===== src/rtl/mv_select_pkg.sv =====
// mv_select_pkg: shared widths, block geometry and FSM state encoding for motion-vector selection.
package mv_select_pkg;
   localparam int BLK_SIZE  = 8;
   localparam int NUM_CAND  = BLK_SIZE * BLK_SIZE;
   localparam int SAD_W     = 8;
   localparam int MV_W      = 8;
   localparam int ZERO_BIAS = 4;
   localparam int CNT_W     = $clog2(NUM_CAND + 1);
   typedef logic [SAD_W-1:0]        sad_t;
   typedef logic signed [MV_W-1:0]  mv_t;
   typedef enum logic [1:0] {MVS_IDLE, MVS_COLLECT, MVS_HOLD} mvs_state_t;
endpackage


===== src/rtl/mv_select_if.sv =====
// mv_select_if: candidate stream in, winning motion vector out on valid/ready, plus status flags.
interface mv_select_if;
   import mv_select_pkg::*;
   logic blk_start;
   logic cand_valid;
   sad_t cand_sad;
   mv_t  cand_mi;
   mv_t  cand_mj;
   logic best_valid;
   logic best_ready;
   sad_t best_sad;
   mv_t  best_mi;
   mv_t  best_mj;
   logic busy;
   logic err_overrun;
   modport master (output blk_start, cand_valid, cand_sad, cand_mi, cand_mj, best_ready,
                   input best_valid, best_sad, best_mi, best_mj, busy, err_overrun);
   modport slave  (input blk_start, cand_valid, cand_sad, cand_mi, cand_mj, best_ready,
                   output best_valid, best_sad, best_mi, best_mj, busy, err_overrun);
endinterface


===== src/rtl/mv_cmp.sv =====
// mv_cmp: effective SAD of a candidate and whether it replaces the running best.
// Build option ZERO_MV_BIAS_EN credits the (0,0) vector with ZERO_BIAS, saturating at 0.
module mv_cmp
   import mv_select_pkg::*;
(
   input  sad_t cand_sad,
   input  mv_t  cand_mi,
   input  mv_t  cand_mj,
   input  sad_t run_min,
   input  logic first,
   output sad_t eff_sad,
   output logic update_en
);
`ifdef ZERO_MV_BIAS_EN
   always_comb eff_sad = (cand_mi == '0 && cand_mj == '0)
                       ? ((cand_sad > sad_t'(ZERO_BIAS)) ? cand_sad - sad_t'(ZERO_BIAS) : '0)
                       : cand_sad;
`else
   logic unused_mv;
   assign unused_mv = ^{cand_mi, cand_mj};
   assign eff_sad   = cand_sad;
`endif
   // The first candidate always loads, so an all-ones SAD can still win.
   assign update_en = first || (eff_sad < run_min);
endmodule


===== src/rtl/mv_select.sv =====
// mv_select: tracks the minimum-SAD motion vector over one block and emits it on valid/ready.
// Build option ZERO_MV_BIAS_EN (in mv_cmp) favours the (0,0) vector in the comparison.
module mv_select
   import mv_select_pkg::*;
(
   input logic        clk,
   input logic        reset,
   mv_select_if.slave bus
);
   mvs_state_t       state;
   logic [CNT_W-1:0] cnt;
   sad_t             run_min, run_sad, eff_sad;
   mv_t              run_mi, run_mj;
   logic             update_en, last, handshake, restart, bad_input;
   sad_t             nxt_sad;
   mv_t              nxt_mi, nxt_mj;
   mv_cmp u_cmp (
      .cand_sad (bus.cand_sad),
      .cand_mi  (bus.cand_mi),
      .cand_mj  (bus.cand_mj),
      .run_min  (run_min),
      .first    (cnt == '0),
      .eff_sad  (eff_sad),
      .update_en(update_en)
   );
   assign last      = cnt == CNT_W'(NUM_CAND - 1);
   assign handshake = state == MVS_HOLD && bus.best_valid && bus.best_ready;
   assign restart   = bus.blk_start && (state != MVS_HOLD || handshake);
   assign bad_input = (state == MVS_IDLE && bus.cand_valid)
                   || (state == MVS_COLLECT && bus.blk_start)
                   || (state == MVS_HOLD && !handshake && (bus.blk_start || bus.cand_valid));
   assign nxt_sad   = update_en ? bus.cand_sad : run_sad;
   assign nxt_mi    = update_en ? bus.cand_mi : run_mi;
   assign nxt_mj    = update_en ? bus.cand_mj : run_mj;
   always_ff @(posedge clk) begin
      if (reset) begin
         state           <= MVS_IDLE;
         cnt             <= '0;
         run_min         <= '1;
         run_sad         <= '0;
         run_mi          <= '0;
         run_mj          <= '0;
         bus.best_valid  <= 1'b0;
         bus.best_sad    <= '0;
         bus.best_mi     <= '0;
         bus.best_mj     <= '0;
         bus.busy        <= 1'b0;
         bus.err_overrun <= 1'b0;
      end else begin
         bus.err_overrun <= bus.err_overrun | bad_input;
         if (restart) begin
            state          <= MVS_COLLECT;
            cnt            <= '0;
            run_min        <= '1;
            run_sad        <= '0;
            run_mi         <= '0;
            run_mj         <= '0;
            bus.best_valid <= 1'b0;
            bus.busy       <= 1'b1;
         end else if (state == MVS_COLLECT && bus.cand_valid) begin
            cnt <= cnt + 1'b1;
            if (update_en) begin
               run_min <= eff_sad;
               run_sad <= bus.cand_sad;
               run_mi  <= bus.cand_mi;
               run_mj  <= bus.cand_mj;
            end
            if (last) begin
               state          <= MVS_HOLD;
               bus.best_valid <= 1'b1;
               bus.best_sad   <= nxt_sad;
               bus.best_mi    <= nxt_mi;
               bus.best_mj    <= nxt_mj;
            end
         end else if (handshake) begin
            state          <= MVS_IDLE;
            bus.best_valid <= 1'b0;
            bus.busy       <= 1'b0;
         end
      end
   end
endmodule

===== src/flat_wrapper.sv =====
// flat-port wrapper written by rule: the top's interface ports become plain ports
module mv_select_flat import mv_select_pkg::*;
  (clk, reset, bus_blk_start, bus_cand_valid, bus_cand_sad, bus_cand_mi, bus_cand_mj, bus_best_ready, bus_best_valid, bus_best_sad, bus_best_mi, bus_best_mj, bus_busy, bus_err_overrun);
  mv_select_if bus_i ();
  input logic clk;
  input logic reset;
  input wire logic [$bits(bus_i.blk_start)-1:0] bus_blk_start;
  input wire logic [$bits(bus_i.cand_valid)-1:0] bus_cand_valid;
  input wire logic [$bits(bus_i.cand_sad)-1:0] bus_cand_sad;
  input wire logic [$bits(bus_i.cand_mi)-1:0] bus_cand_mi;
  input wire logic [$bits(bus_i.cand_mj)-1:0] bus_cand_mj;
  input wire logic [$bits(bus_i.best_ready)-1:0] bus_best_ready;
  output wire logic [$bits(bus_i.best_valid)-1:0] bus_best_valid;
  output wire logic [$bits(bus_i.best_sad)-1:0] bus_best_sad;
  output wire logic [$bits(bus_i.best_mi)-1:0] bus_best_mi;
  output wire logic [$bits(bus_i.best_mj)-1:0] bus_best_mj;
  output wire logic [$bits(bus_i.busy)-1:0] bus_busy;
  output wire logic [$bits(bus_i.err_overrun)-1:0] bus_err_overrun;
  assign bus_i.blk_start = bus_blk_start;
  assign bus_i.cand_valid = bus_cand_valid;
  assign bus_i.cand_sad = bus_cand_sad;
  assign bus_i.cand_mi = bus_cand_mi;
  assign bus_i.cand_mj = bus_cand_mj;
  assign bus_i.best_ready = bus_best_ready;
  assign bus_best_valid = bus_i.best_valid;
  assign bus_best_sad = bus_i.best_sad;
  assign bus_best_mi = bus_i.best_mi;
  assign bus_best_mj = bus_i.best_mj;
  assign bus_busy = bus_i.busy;
  assign bus_err_overrun = bus_i.err_overrun;
  mv_select u_core (.clk(clk), .reset(reset), .bus(bus_i));
endmodule

===== config.mk =====
export PLATFORM = sky130hd
export DESIGN_NAME = mv_select_flat
export DESIGN_NICKNAME = d
export VERILOG_FILES = /design/src/rtl/mv_select_pkg.sv /design/src/rtl/mv_select_if.sv /design/src/rtl/mv_cmp.sv /design/src/rtl/mv_select.sv /design/src/flat_wrapper.sv
export SDC_FILE = /design/constraint.sdc
export NUM_CORES = 1
export LEC_CHECK = 0
export BUFFER_PORTS_ARGS = -buffer_cell sky130_fd_sc_hd__buf_2
export CORE_AREA = 5 5 79 88
export DETAILED_ROUTE_END_ITERATION = 10
export DIE_AREA = 0 0 84 93
export GPL_TIMING_DRIVEN = 0
export PLACE_DENSITY = 0.82
export SLEW_MARGIN = 20
export SYNTH_ARGS = -nofsm -noshare
export SYNTH_HDL_FRONTEND = slang
export SYNTH_SLANG_ARGS = --single-unit

===== constraint.sdc =====
create_clock -name clk -period 3.5 [get_ports clk]
set_clock_uncertainty 0.2 [all_clocks]
set_input_delay 0.525 -clock clk [delete_from_list [all_inputs] [get_ports clk]]
set_output_delay 0.525 -clock clk [all_outputs]
set_load 0.01 [all_outputs]

==> results_dict.tcl <==
set metrics [dict create \
    outcome "finished, final reports clean" \
    power.internal_mw 1.16 \
    layout_common_cells "dfxtp_1 (67), buf_2 (62), o21ai_0 (53)" \
    p_per_area_nw_per_um2 416 \
    drt_wl_total_um 9020 \
    maxSlewViolCount 0 \
    r2r-end "u_core.run_mj[2]" \
    grt_use_total 0.231 \
    die_w_um 84 \
    num-fill-cells 558 \
    cts_tree "done" \
    yosys-top-cells-area "dfxtp_1 (43%), o21ai_0 (8.4%), o31ai_1 (7.6%)" \
    synth.top_cell.area_share 0.426 \
    initial_core_util 0.524 \
    final_antenna_net_count 0 \
    dp.final_hpwl_um 6480 \
    rsz0062_at_grt "no" \
    max_freq_ghz 0.360 \
    syn_to_final_growth_pct 17.9 \
    clkLatencyLatePin_ns 0.36 \
    layout.nets 474 \
    post-route-min-period_ns 2.78 \
    synth_cell_type_count 33 \
    rr_worst_depth 9 \
    critPathMaxFanout 10 \
    pwr-share-seq 0.503 \
    combinationalPowerShare 0.080 \
    syn_area_um2 3150 \
    crit_path_end_kind "flop" \
    cp.buffers_inverters 3 \
    cts_made_buffers 9 \
    p_switching_uw 385 \
    clk_pin_slew_worst_paths_ns 0.07 \
    grt_pass1_wl_um 14200 \
    hold_class "primary input to flop" \
    start_kind "flop" \
    post_cts.repair.setup_buffers 0 \
    cts-resized-gates 0 \
    finalSetupViolations 0 \
    synth_area_per_cell_um2 8.49 \
    layout-drive-gt1-share 0.184 \
    antenna_cells 0 \
    cts-root-buf "clkbuf_8" \
    vias 3213 \
    drt_iter0_drc 271 \
    synth_top_area_cell "dfxtp_1" \
    setup_tns_ns 0 \
    cpMaxStageDelayCell "or4b_1" \
    cts_max_path_buffers 2 \
    fp-row-count 30 \
    ff2ff_setup_slack_ns 0.72 \
    fin_crit_sh 0.794 \
    remaining_drc_errors 0 \
    worst_slew_pin_slew_ns 0.767 \
    grt.overflow.total 0 \
    gp_congestion 0.896 \
    synth_nets 409 \
    antenna_found_initial 0 \
    grt_max_degree 12 \
    yosysWarnings 0 \
    first_global_vias 2974 \
    ys_seq_elements 67 \
    hold_path_end "u_core.state[0]" \
    ios 56 \
    yosysSeqAreaShare 0.426 \
    postCtsHoldBufs 0 \
    critical_path_class "flop to flop" \
    core_um2 6010 \
    hold_violations 0 \
    slowest_delay_ns 0.46 \
    switching_share 0.249 \
    hp-start "bus_cand_valid" \
    htreeDepth 3 \
    hold_slack_ns 0.247 \
    ir_drop_uv 196 \
    hold_depth 2 \
    cts.sinks 67 \
    syn_inst 371 \
    cp.arrival_ns 2.80 \
    clockPowerShare 0.417 \
    layout_commonest_cell "dfxtp_1" \
    crit_family "simple AND/OR/NAND/NOR gates" \
    vias_per_cell 6.17 \
    cap_violations 0 \
    fp.dieH_um 93 \
    drtPass1Iterations 5 \
    cp_cell_sequence "inv_1, ha_1, or4b_1, nor3_2, nor2b_1, buf_2, buf_1, o31ai_1, a21oi_1" \
    slew-limit-headroom 0.489 \
    io_buffer_count 54 \
    required_ns 3.52 \
    p_leak_nw 1.43 \
    die_area_um2 7810 \
    r2r_start "u_core.cnt[0]" \
    wl_per_cell_um 17.3 \
]
-- through the flow --
stage	total power, mW	utilization	setup WS, ns	instance area, um^2	std cells
global route	1.60	0.618	0.568	3710	521
CTS	1.55	0.618	0.764	3710	521
detailed placement	0.916	0.586	0.691	3520	505
floorplan	0.866	-	1.21	3150	371
finish	1.55	0.618	0.721	3710	521
global placement	0.912	0.586	0.734	3520	505
-- synth_stat cells --
cell type   n
and3_1      1
nand2b_1    1
o32ai_1     1
nor4b_1     1
nand4_1     4
mux2i_1     2
buf_2       8
a21oi_1    36
o21ai_0    53
buf_1       3
and2_1      1
o21bai_1    6
buf_6       1
or4b_1      1
buf_4       2
nor2b_1     1
inv_1      13
xor2_1      3
a21o_1      1
nand2_1     8
a2111o_1    1
and3b_1     1
nor3_2      1
o211ai_1   24
ha_1        9
a311oi_1   20
o31ai_1    32
nand3_1    10
a31oi_1     6
dfxtp_1    67
nor2_1     24
clkbuf_1   27
or3_1       2
-- cell families after synthesis --
group | share of synthesized area
and+or+nand+nor | 0.0858
DFF | 0.426
muxes | 0.00636
AOI/OAI and AO/OA | 0.366
xor gates and xnor gates | 0.00834
adders and majority gates | 0.0358
buffers and inverters | 0.0723
-- state kept, by name (all words and copies together) (netlist names), 7 cells and up --
register	flops
u_core.run_mj	8
u_core.run_min	8
u_core.bus.best_mj	8
u_core.run_sad	8
u_core.cnt	7
u_core.bus.best_mi	8
u_core.bus.best_sad	8
u_core.run_mi	8
-- power by group through the flow --
| stage | Clock, mW | Combinational (mW) | Sequential [mW] |
|---|---|---|---|
| CTS | 0.653 | 0.121 | 0.778 |
| detailed placement | 0 | 0.120 | 0.795 |
| finish | 0.645 | 0.123 | 0.778 |
| global route | 0.686 | 0.136 | 0.779 |
| floorplan | 0 | 0.0714 | 0.795 |
| global placement | 0 | 0.117 | 0.795 |
-- metal layers --
layer  track usage  routed length (um)  vias up
li1              -                   -     1527
met3        0.0546                 731       23
met2         0.391                4350      154
met4         0.119                 211        0
met5             0                   0        -
met1         0.273                3730     1509
-- worst max path at each step --
stage	endpoint	depth (start not counted)	startpoint	slack, ns
finish	u_core.run_mj[2]	9	u_core.cnt[0]	0.72
CTS	u_core.run_min[5]	9	u_core.cnt[0]	0.76
floorplan	u_core.bus.best_mj[2]	7	bus_cand_sad[1]	1.21
detailed placement	u_core.bus.best_mj[2]	8	bus_cand_sad[1]	0.69
global placement	u_core.run_mj[5]	8	bus_cand_sad[1]	0.73
global route	u_core.run_min[3]	9	u_core.cnt[0]	0.57
-- final cells by class --
| cell class | count | area, um^2 | share of cell area |
|---|---|---|---|
| multi-input cells | 250 | 1580 | 0.426 |
| inverters | 13 | 48.8 | 0.0131 |
| repair buffers | 54 | 270 | 0.0728 |
| well taps | 80 | 100 | 0.0270 |
| clock buffers | 11 | 141 | 0.0381 |
| clock inverters | 5 | 52.6 | 0.0142 |
| flip-flops and latches | 67 | 1340 | 0.361 |
| plain buffers | 41 | 179 | 0.0482 |
Note: power is estimated with default switching activity, not from simulation.
